===== src/rtl/spi_pkg.sv =====
// Shared definitions for the SPI command sequencer: state encoding and bit-count width.
package spi_pkg;

  localparam int unsigned NbitsW = 8;

  typedef logic [NbitsW-1:0] nbits_t;

  // Sequencer state encoding (kept as plain constants for legacy tooling)
  localparam logic [2:0] StIdle = 3'd0;
  localparam logic [2:0] StReq  = 3'd1;
  localparam logic [2:0] StRel  = 3'd2;
  localparam logic [2:0] StRsp  = 3'd3;
  localparam logic [2:0] StQuar = 3'd4;

endpackage


===== src/rtl/bit_reflect.sv =====
// Reverses the low n_i bits of a word; bits at or above n_i read as zero.
module bit_reflect
  import spi_pkg::*;
#(
  parameter int unsigned Width = 32
) (
  input  logic [Width-1:0] data_i,
  input  nbits_t           n_i,
  output logic [Width-1:0] data_o
);

  localparam int unsigned IdxW = (Width > 1) ? $clog2(Width) : 1;

  // Out-of-range counts produce zero rather than indexing past the word
  always_comb begin
    data_o = '0;
    for (int unsigned i = 0; i < Width; i++) begin
      if ((i < 32'(n_i)) && (32'(n_i) <= Width)) begin
        data_o[i] = data_i[IdxW'(32'(n_i) - 32'd1 - i)];
      end
    end
  end

endmodule


===== src/rtl/spi_cmd_seq.sv =====
// Command sequencer in front of spi_master: one command in flight, four-phase req/ack
// handshake, bounded wait for ack with a quarantine after abort, optional LSB-first reflect.
module spi_cmd_seq
  import spi_pkg::*;
#(
  parameter int unsigned P_DATA_WIDTH = 32,
  parameter int unsigned P_TIMEOUT    = 65535
) (
  input  logic                    clk_i,
  input  logic                    rst_ni,
  input  logic                    cmd_valid_i,
  output logic                    cmd_ready_o,
  input  logic                    cmd_wr_i,
  input  logic                    cmd_rd_i,
  input  logic                    cmd_lsb_first_i,
  input  logic [NbitsW-1:0]       cmd_nbits_i,
  input  logic [P_DATA_WIDTH-1:0] cmd_data_i,
  output logic                    wr_req_o,
  output logic                    rd_req_o,
  output logic [P_DATA_WIDTH-1:0] wr_data_o,
  output logic [NbitsW-1:0]       nb_mosi_o,
  output logic [NbitsW-1:0]       nb_miso_o,
  output logic [NbitsW-1:0]       nb_sclk_o,
  input  logic                    ack_i,
  input  logic [P_DATA_WIDTH-1:0] rd_data_i,
  output logic                    rsp_valid_o,
  input  logic                    rsp_ready_i,
  output logic [P_DATA_WIDTH-1:0] rsp_data_o,
  output logic                    rsp_err_o,
  output logic                    busy_o
);

  // Counter must reach P_TIMEOUT (quarantine end), hence the +2
  localparam int unsigned    CntW     = $clog2(P_TIMEOUT + 2);
  localparam logic [CntW-1:0] CntLast = CntW'(P_TIMEOUT - 1);
  localparam logic [CntW-1:0] CntQuar = CntW'(P_TIMEOUT);

  logic [2:0]              state_q, state_d;
  logic [CntW-1:0]         cnt_q, cnt_d;
  logic                    wr_q, wr_d;
  logic                    rd_q, rd_d;
  logic                    lsb_q, lsb_d;
  nbits_t                  nbits_q, nbits_d;
  logic                    wr_req_q, wr_req_d;
  logic                    rd_req_q, rd_req_d;
  logic [P_DATA_WIDTH-1:0] wr_data_q, wr_data_d;
  logic                    rsp_valid_q, rsp_valid_d;
  logic [P_DATA_WIDTH-1:0] rsp_data_q, rsp_data_d;
  logic                    rsp_err_q, rsp_err_d;
  logic                    cmd_ready_q, cmd_ready_d;
  logic                    busy_q, busy_d;

  logic [P_DATA_WIDTH-1:0] wr_refl;
  logic [P_DATA_WIDTH-1:0] rd_refl;
  logic [P_DATA_WIDTH-1:0] nbits_mask;
  logic [P_DATA_WIDTH-1:0] rd_word;
  logic                    cmd_illegal;

  bit_reflect #(
    .Width (P_DATA_WIDTH)
  ) u_wr_reflect (
    .data_i (cmd_data_i),
    .n_i    (cmd_nbits_i),
    .data_o (wr_refl)
  );

  bit_reflect #(
    .Width (P_DATA_WIDTH)
  ) u_rd_reflect (
    .data_i (rd_data_i),
    .n_i    (nbits_q),
    .data_o (rd_refl)
  );

  // Mask of the low nbits bits of the latched command
  always_comb begin
    nbits_mask = '0;
    for (int unsigned i = 0; i < P_DATA_WIDTH; i++) begin
      nbits_mask[i] = (i < 32'(nbits_q));
    end
  end

  assign cmd_illegal = (!cmd_wr_i && !cmd_rd_i) || (cmd_nbits_i == '0) ||
                       (32'(cmd_nbits_i) > P_DATA_WIDTH);

  // Next state, latched command and response; outputs are derived from the next state
  always_comb begin
    state_d    = state_q;
    cnt_d      = cnt_q;
    wr_d       = wr_q;
    rd_d       = rd_q;
    lsb_d      = lsb_q;
    nbits_d    = nbits_q;
    wr_data_d  = wr_data_q;
    rsp_data_d = rsp_data_q;
    rsp_err_d  = rsp_err_q;
    rd_word    = rd_q ? (lsb_q ? rd_refl : (rd_data_i & nbits_mask)) : '0;

    case (state_q)
      StIdle: begin
        if (cmd_valid_i) begin
          wr_d       = cmd_wr_i;
          rd_d       = cmd_rd_i;
          lsb_d      = cmd_lsb_first_i;
          nbits_d    = cmd_nbits_i;
          wr_data_d  = cmd_lsb_first_i ? wr_refl : cmd_data_i;
          cnt_d      = '0;
          rsp_data_d = '0;
          rsp_err_d  = cmd_illegal;
          state_d    = cmd_illegal ? StRsp : StReq;
        end
      end
      StReq: begin
        if (ack_i) begin
          rsp_data_d = rd_word;
          state_d    = StRel;
        end else if (cnt_q == CntLast) begin
          rsp_err_d  = 1'b1;
          rsp_data_d = '0;
          cnt_d      = '0;
          state_d    = StQuar;
        end else begin
          cnt_d = cnt_q + CntW'(1);
        end
      end
      StRel: begin
        if (!ack_i) begin
          state_d = StRsp;
        end
      end
      StQuar: begin
        // Held one cycle past P_TIMEOUT so the response trails the request drop by P_TIMEOUT+1
        if (cnt_q == CntQuar) begin
          state_d = StRsp;
        end else begin
          cnt_d = cnt_q + CntW'(1);
        end
      end
      StRsp: begin
        if (rsp_ready_i) begin
          state_d = StIdle;
        end
      end
      default: begin
        state_d = StIdle;
      end
    endcase

    wr_req_d    = (state_d == StReq) && wr_d;
    rd_req_d    = (state_d == StReq) && rd_d;
    rsp_valid_d = (state_d == StRsp);
    cmd_ready_d = (state_d == StIdle);
    busy_d      = (state_d != StIdle);
  end

  // State and registered outputs, synchronous active-low reset
  always_ff @(posedge clk_i) begin
    if (!rst_ni) begin
      state_q     <= StIdle;
      cnt_q       <= '0;
      wr_q        <= 1'b0;
      rd_q        <= 1'b0;
      lsb_q       <= 1'b0;
      nbits_q     <= '0;
      wr_req_q    <= 1'b0;
      rd_req_q    <= 1'b0;
      wr_data_q   <= '0;
      rsp_valid_q <= 1'b0;
      rsp_data_q  <= '0;
      rsp_err_q   <= 1'b0;
      cmd_ready_q <= 1'b1;
      busy_q      <= 1'b0;
    end else begin
      state_q     <= state_d;
      cnt_q       <= cnt_d;
      wr_q        <= wr_d;
      rd_q        <= rd_d;
      lsb_q       <= lsb_d;
      nbits_q     <= nbits_d;
      wr_req_q    <= wr_req_d;
      rd_req_q    <= rd_req_d;
      wr_data_q   <= wr_data_d;
      rsp_valid_q <= rsp_valid_d;
      rsp_data_q  <= rsp_data_d;
      rsp_err_q   <= rsp_err_d;
      cmd_ready_q <= cmd_ready_d;
      busy_q      <= busy_d;
    end
  end

  assign cmd_ready_o = cmd_ready_q;
  assign busy_o      = busy_q;
  assign wr_req_o    = wr_req_q;
  assign rd_req_o    = rd_req_q;
  assign wr_data_o   = wr_data_q;
  assign nb_mosi_o   = nbits_q;
  assign nb_miso_o   = nbits_q;
  assign nb_sclk_o   = nbits_q;
  assign rsp_valid_o = rsp_valid_q;
  assign rsp_data_o  = rsp_data_q;
  assign rsp_err_o   = rsp_err_q;

endmodule


===== config.mk =====
export PLATFORM = sky130hd
export DESIGN_NAME = spi_cmd_seq
export DESIGN_NICKNAME = d
export VERILOG_FILES = /design/src/rtl/spi_pkg.sv /design/src/rtl/bit_reflect.sv /design/src/rtl/spi_cmd_seq.sv
export SDC_FILE = /design/constraint.sdc
export NUM_CORES = 1
export LEC_CHECK = 0
export ABC_AREA = 1
export ABC_CLOCK_PERIOD_IN_PS = 3100
export CORE_MARGIN = 2
export CORE_UTILIZATION = 57
export CTS_BUF_LIST = sky130_fd_sc_hd__clkbuf_16
export DETAILED_ROUTE_END_ITERATION = 8
export MAX_ROUTING_LAYER = met4
export PLACE_DENSITY = 0.83
export SKIP_LAST_GASP = 1
export SYNTH_ARGS = -nofsm -noshare
export SYNTH_HDL_FRONTEND = slang
export SYNTH_HIERARCHICAL = 1
export SYNTH_SLANG_ARGS = --single-unit

===== constraint.sdc =====
create_clock -name clk_i -period 3.1 [get_ports clk_i]
set_input_delay 0.465 -clock clk_i [delete_from_list [all_inputs] [get_ports clk_i]]
set_output_delay 0.465 -clock clk_i [all_outputs]
set_load 0.01 [all_outputs]

* Yosys cells after proc, flatten, opt, wreduce, memory -nomap -nowiden
Cells that the tools add are included.
Storage, ports and cells: flip-flop bits (word level) 101, output and inout port bits 94, logic and storage cells 525
Operators by class: add/sub/neg operators 65, magnitude comparators 131, eq/ne operators 13, mux-type cells 220, bitwise gates (word level) 1, reductions and logical operators 81
Operators by type and width (number):
- $lt A5 B6 Y1 const B | 64
- $bmux W1 S5 | 64
- $lt A5 B8 Y1 const A | 32
- $mux W32 | 6
- $sub A5 B5 Y5 const B | 32
- $mux W1 | 135
- $lt A4 B8 Y1 const A | 16
- $sub A5 B4 Y5 const B | 16
- $mux W17 | 4
- $logic_and A1 B1 Y1 | 67
- $lt A3 B8 Y1 const A | 8
- $pmux W32 S2 | 1
- $pmux W17 S3 | 1
- $sub A5 B3 Y5 const B | 8
- $eq A17 B16 Y1 const B | 2
- $and A32 B32 Y32 | 1
- $lt A1 B8 Y1 const A | 4
- $lt A2 B8 Y1 const A | 4
- $sub A5 B1 Y5 const B | 4
- $sub A5 B2 Y5 const B | 4
- $mux W3 | 6
- $add A17 B1 Y17 const B | 1
- $le A8 B6 Y1 const B | 2
- $pmux W3 S5 | 1
- other kinds (17) | 28

* Longest topological paths before layout
depth in word-level cells 9, mapped depth 22

* Cells and area by module
Netlist, hierarchy kept.
By module, submodules not included:
- bit_reflect | times used 2, cells an instance 824, area each 3538.4 um^2, seq. area each 0.0 um^2
- spi_cmd_seq | times used 1, cells an instance 704, area each 5043.6 um^2, seq. area each 2021.9 um^2

* Worst setup path before layout
OpenSTA, ideal clock, no wires.
kind flip-flop to flip-flop, start point register nbits_q[0], in the netlist nb_miso_o[0], end point register rsp_data_q[11], in the netlist rsp_data_o[11], arrival 2.632 ns, data required time 3.030 ns, setup slack 0.397 ns, stages on the path, launching flop included 23, buffers on the path 5, path through dfxtp_1 > buf_6 > inv_4 > buf_6 > buf_2 > ha_1 > inv_2 > buf_2 > nand2_1 > nand2_2 > buf_6 > nand2_1 > nand2_1 > nand2_1 > nand2_1 > nand2_1 > nand3_1 > nand2_1 > nor2_1 > nand2_1 > o21ai_0 > nand2_1 > a21oi_1
On the way: longest elaborated chain between the ends 9
RTL lines:
- start, declared | RTL line spi_cmd_seq.sv:43 | nbits_t nbits_q, nbits_d;
- start signal, assigned | RTL line spi_cmd_seq.sv:179 | nbits_q <= nbits_d;
- $sub A5 B1 Y5 | RTL line bit_reflect.sv:19 | data_o[i] = data_i[IdxW'(32'(n_i) - 32'd1 - i)];
- $sub A5 B4 Y5 | RTL line bit_reflect.sv:19
- $bmux W1 S5 | RTL line bit_reflect.sv:19
- $mux W1 (implied by the code) | RTL line bit_reflect.sv:19
- $mux W1 * | RTL line bit_reflect.sv:18 | if ((i < 32'(n_i)) && (32'(n_i) <= Width)) begin
- net rd_refl[11] | RTL line spi_cmd_seq.sv:54 | logic [P_DATA_WIDTH-1:0] rd_refl;
- $mux W32 * (2 in a row) | RTL line spi_cmd_seq.sv:97 | rd_word = rd_q ? (lsb_q ? rd_refl : (rd_data_i & nbits_mask)) : '0;
- $mux W32 * | RTL line spi_cmd_seq.sv:114 | if (ack_i) begin
- $pmux W32 S2 * | RTL line spi_cmd_seq.sv:99 | case (state_q)
- end signal, assigned | RTL line spi_cmd_seq.sv:184 | rsp_data_q <= rsp_data_d;
- end, declared | RTL line spi_cmd_seq.sv:48 | logic [P_DATA_WIDTH-1:0] rsp_data_q, rsp_data_d;
Mark *: on every way through the listed nets, which the timed path passes. The rest lies on a longest branch. The select of a mux whose other input is x is not followed. A chain may end at the register's enable or synchronous reset.

* Final worst setup path
start point register nbits_q[2], in the netlist nb_miso_o[2], end point register rsp_data_q[29], in the netlist rsp_data_o[29]
On the way: longest elaborated chain between the ends 9
RTL lines (RTL line):
- $sub A5 B1 Y5 | bit_reflect.sv:19
- $sub A5 B5 Y5 | bit_reflect.sv:19
- $bmux W1 S5 | bit_reflect.sv:19
- $mux W1 (implied by the code) | bit_reflect.sv:19
- $mux W1 * | bit_reflect.sv:18
- net rd_refl[29] | spi_cmd_seq.sv:54
- $mux W32 * (2 in a row) | spi_cmd_seq.sv:97
- $mux W32 * | spi_cmd_seq.sv:114
- $pmux W32 S2 * | spi_cmd_seq.sv:99
Marked as above.

==> flow_metrics.env <==
export IMPL_status="completed"
export IMPL_first_pass_iters=7
export IMPL_path_clk_slew_ns=0.07
export IMPL_synthTopCellsByArea="nand2_1, dfxtp_1, nand3_1"
export IMPL_grt_pass1_wl_mm=75.8
export IMPL_final_cell_area_mm2=0.0141
export IMPL_track_usage_pct=45.0
export IMPL_max_freq_mhz=336
export IMPL_reg2regPathDepth=15
export IMPL_min_to="rsp_data_o[28]$_SDFFE_PN0P_"
export IMPL_drive_above_1_share_pct=6.09
export IMPL_synth_area_mm2=0.0121
export IMPL_pwr_share_comb_pct=63.8
export IMPL_grt_overflow=0
export IMPL_crit_buf_inv=2
export IMPL_viasPerCell=5.89
export IMPL_final_setup_tns_ns=0
export IMPL_ys_seq_area_share_pct=16.7
export IMPL_ys_top_cells_by_count="nand2_1, nand3_1, nor2_1"
export IMPL_hold_slack_ns=0.462
export IMPL_r2r_setup_slack_ns=0.12
export IMPL_coreArea_mm2=0.0210
export IMPL_rsz0062_at_grt="no"
export IMPL_critPathMaxFanout=10
export IMPL_start_util_pct=57.8
export IMPL_hold_path_startpoint="rsp_data_o[28]$_SDFFE_PN0P_"
export IMPL_gp_congestion=1.05
export IMPL_tritoncts="yes"
export IMPL_fill_cells=2015
export IMPL_cp_required_ns=3.38
export IMPL_p_int_mw=3.35
export IMPL_rows=53
export IMPL_max_stage_delay_ns=0.67
export IMPL_r2r_end="rsp_data_o[29]$_SDFFE_PN0P_"
export IMPL_ant_nets=0
export IMPL_end_kind="register"
export IMPL_path_cells="nor2_4, nand2_1, nand2_1, nand2_1, clkinvlp_4, buf_4, o21ai_1, nand2_1, nand3_1, nand2_1, nor2_1, nand2_1, nand2_1, nand2_1, a21oi_1"
export IMPL_root_buffer="clkbuf_16"
export IMPL_setup_viol=0
export IMPL_final_core_util_pct=67.4
export IMPL_hold_path_cell_count=2
export IMPL_clk_latency_ns=0.36
export IMPL_swShare_pct=53.0
export IMPL_cts_buffers_inserted=9
export IMPL_period_minus_slack_ns=2.98
export IMPL_place_area_mm2=0.0138
export IMPL_ys_flop_type="dfxtp_1"
export IMPL_syn_num_nets=2441
export IMPL_cts_hold_buffers=0
export IMPL_num_vias=16133
export IMPL_leakage_nw=7.37
export IMPL_syn_avg_cell_area_um2=5.15
export IMPL_portBuffers=173
export IMPL_io_pins=174
export IMPL_die_h_um=150
export IMPL_total_power_mw=7.12
export IMPL_routed_wl_mm=50.3
export IMPL_tightest_slew_ns=0.764
export IMPL_yosysTopAreaCellShare_pct=36.4
export IMPL_p_per_area_mw_per_mm2=504
export IMPL_nets=2549
export IMPL_hpwlAfterDp_mm=38.4
export IMPL_min_path_type="reg2reg"
export IMPL_yosysTopAreaCell="nand2_1"
export IMPL_irDropWorstVdd_uv=460
export IMPL_switchingPower_mw=3.78
export IMPL_async_flop_share_pct=0
export IMPL_rr_startpoint="nb_miso_o[2]$_SDFFE_PN0P_"
export IMPL_clock_path_buffers=2
export IMPL_max_cap_violations=0
export IMPL_clockPowerShare_pct=15.2
export IMPL_skew_ns=0.00932
export IMPL_synth_cell_types=40
export IMPL_synth_edf_count=0
export IMPL_critical_path_slowest_cell="dfxtp_1"
export IMPL_cpMostUsedCell="nand2_1"
export IMPL_cts_sinks=101
export IMPL_cp_top_family="simple AND/OR/NAND/NOR gates"
export IMPL_post_drt_wl_per_cell_um=18.4
export IMPL_relSlewSlack_pct=48.9
export IMPL_critPathLaunchType="register"
export IMPL_first_global_vias=14263
export IMPL_drc=0
export IMPL_fp_dieW_um=150
export IMPL_synth_most_common_cell="nand2_1"
export IMPL_syn2layout_area_growth_pct=16.5
export IMPL_drt_iter0_markers=2013
export IMPL_syn_inst=2352
export IMPL_drv_slew=0
export IMPL_period_share_pct=96.0
export IMPL_ys_seq_elements=101
export IMPL_criticalPathCategory="reg2reg"
export IMPL_final_hold_violation_count=0
export IMPL_dieArea_mm2=0.0224
export IMPL_antenna_found_initial=0
export IMPL_arrival_ns=3.26
export IMPL_grt_max_degree=61
export IMPL_seq_power_share_pct=21.0
export IMPL_htree_levels=3
export IMPL_yosysWarnings=6
worst max-delay path by stage:
stage                                    startpoint                     endpoint  slack [ns]  cells past startpoint
after floorplan           nb_miso_o[0]$_SDFFE_PN0P_  rsp_data_o[11]$_SDFFE_PN0P_        0.40                     22
after global placement               cmd_nbits_i[1]   wr_data_o[17]$_SDFFE_PN0P_        0.03                     16
after detailed placement             cmd_nbits_i[1]   wr_data_o[23]$_SDFFE_PN0P_       -0.02                     15
after CTS                 nb_miso_o[0]$_SDFFE_PN0P_  rsp_data_o[21]$_SDFFE_PN0P_        0.13                     17
after global routing      nb_miso_o[0]$_SDFFE_PN0P_  rsp_data_o[11]$_SDFFE_PN0P_       0.002                     17
final                     nb_miso_o[2]$_SDFFE_PN0P_  rsp_data_o[29]$_SDFFE_PN0P_        0.12                     15
metrics by stage:
stage / setup slack [ns] / std cells
final: 0.124 / 2741
after global routing: 0.00165 / 2740
after CTS: 0.130 / 2737
after detailed placement: -0.0217 / 2721
after global placement: 0.0263 / 2721
after floorplan: 0.397 / 2352
logic make-up (layout without fill, tap and decap cells):
group | count (synthesis) | after routing | synth area share (%)
xor+xnor | 7 | 7 | 0.630
other cells | 0 | 1 | 0
flops | 101 | 101 | 16.7
fa+ha+maj | 9 | 9 | 0.929
buf+inv | 276 | 389 | 11.4
mux | 32 | 32 | 2.64
simple gates | 1692 | 1692 | 57.6
compound gates | 235 | 235 | 10.2
cell usage in the layout, fill, tap and decap left out, types with 3 or more instances in the layout:
cell type        count
nand2_1           1170
nand3_1            218
nor2_1             202
clkdlybuf4s50_1    171
inv_1              140
a21oi_1            127
dfxtp_1             99
o21ai_0             78
buf_4               42
mux2i_1             32
nand2_2             27
nor3_1              16
o211ai_1            13
nand4_1             13
inv_2               12
nand3_2             12
nand2_4             10
clkbuf_16            9
nor2_2               8
ha_1                 8
nor2_4               6
a31oi_1              6
buf_12               4
o21ai_1              4
xnor2_1              3
o21bai_1             3
power groups by stage:
stage          registers [mW]  clock network [mW]  logic, mW
2_1_floorplan            1.53                   0       2.98
3_3_place_gp             1.52                   0       4.15
3_5_place_dp             1.52                   0       4.23
4_1_cts                  1.49                1.09       4.25
5_1_grt                  1.50                1.14       4.93
6_report                 1.49                1.08       4.54
area by class of cell:
cell class,count,area [µm²],share of cell area (%)
antenna,1,2.50,0.0177
clock buffer,9,225,1.60
clock inverter,7,48.8,0.346
inverter,154,587,4.16
multi-input combinational,1975,8770,62.1
sequential,101,2020,14.3
tap,275,344,2.44
timing repair buffer,219,2120,15.0
per-layer routing:
| metal | track usage, % | wire length [µm] |
|---|---|---|
| met5 | - | 0 |
| met4 | 31.5 | 4240 |
| met3 | 11.3 | 6290 |
| met2 | 68.1 | 21800 |
| met1 | 52.0 | 18000 |
worst reg2reg max path, cell delays in order, from the launching register on:
cell and delay [ns]:
dfxtp_1 0.67, nor2_4 0.11, nand2_1 0.12, nand2_1 0.06, nand2_1 0.36, clkinvlp_4 0.28
buf_4 0.19, o21ai_1 0.06, nand2_1 0.11, nand3_1 0.10, nand2_1 0.06, nor2_1 0.34
nand2_1 0.10, nand2_1 0.12, nand2_1 0.07, a21oi_1 0.14
registers in the layout, summed over array words and instances, names as in the netlist:
name,cells
rsp_err_o,1
wr_data_o,32
rd_req_o,1
busy_o,1
wr_q,1
cmd_ready_o,1
cnt_q,17
wr_req_o,1
lsb_q,1
rsp_valid_o,1
state_q,3
rd_q,1
rsp_data_o,32
nb_miso_o,8
timing repair:
item	in CTS	in global routing
hold endpoints to repair	0	0
endpoints found under the setup margin	0	16
gates resized for setup	0	17
buffers inserted	0	3
Power figures use the tool's default switching activity.
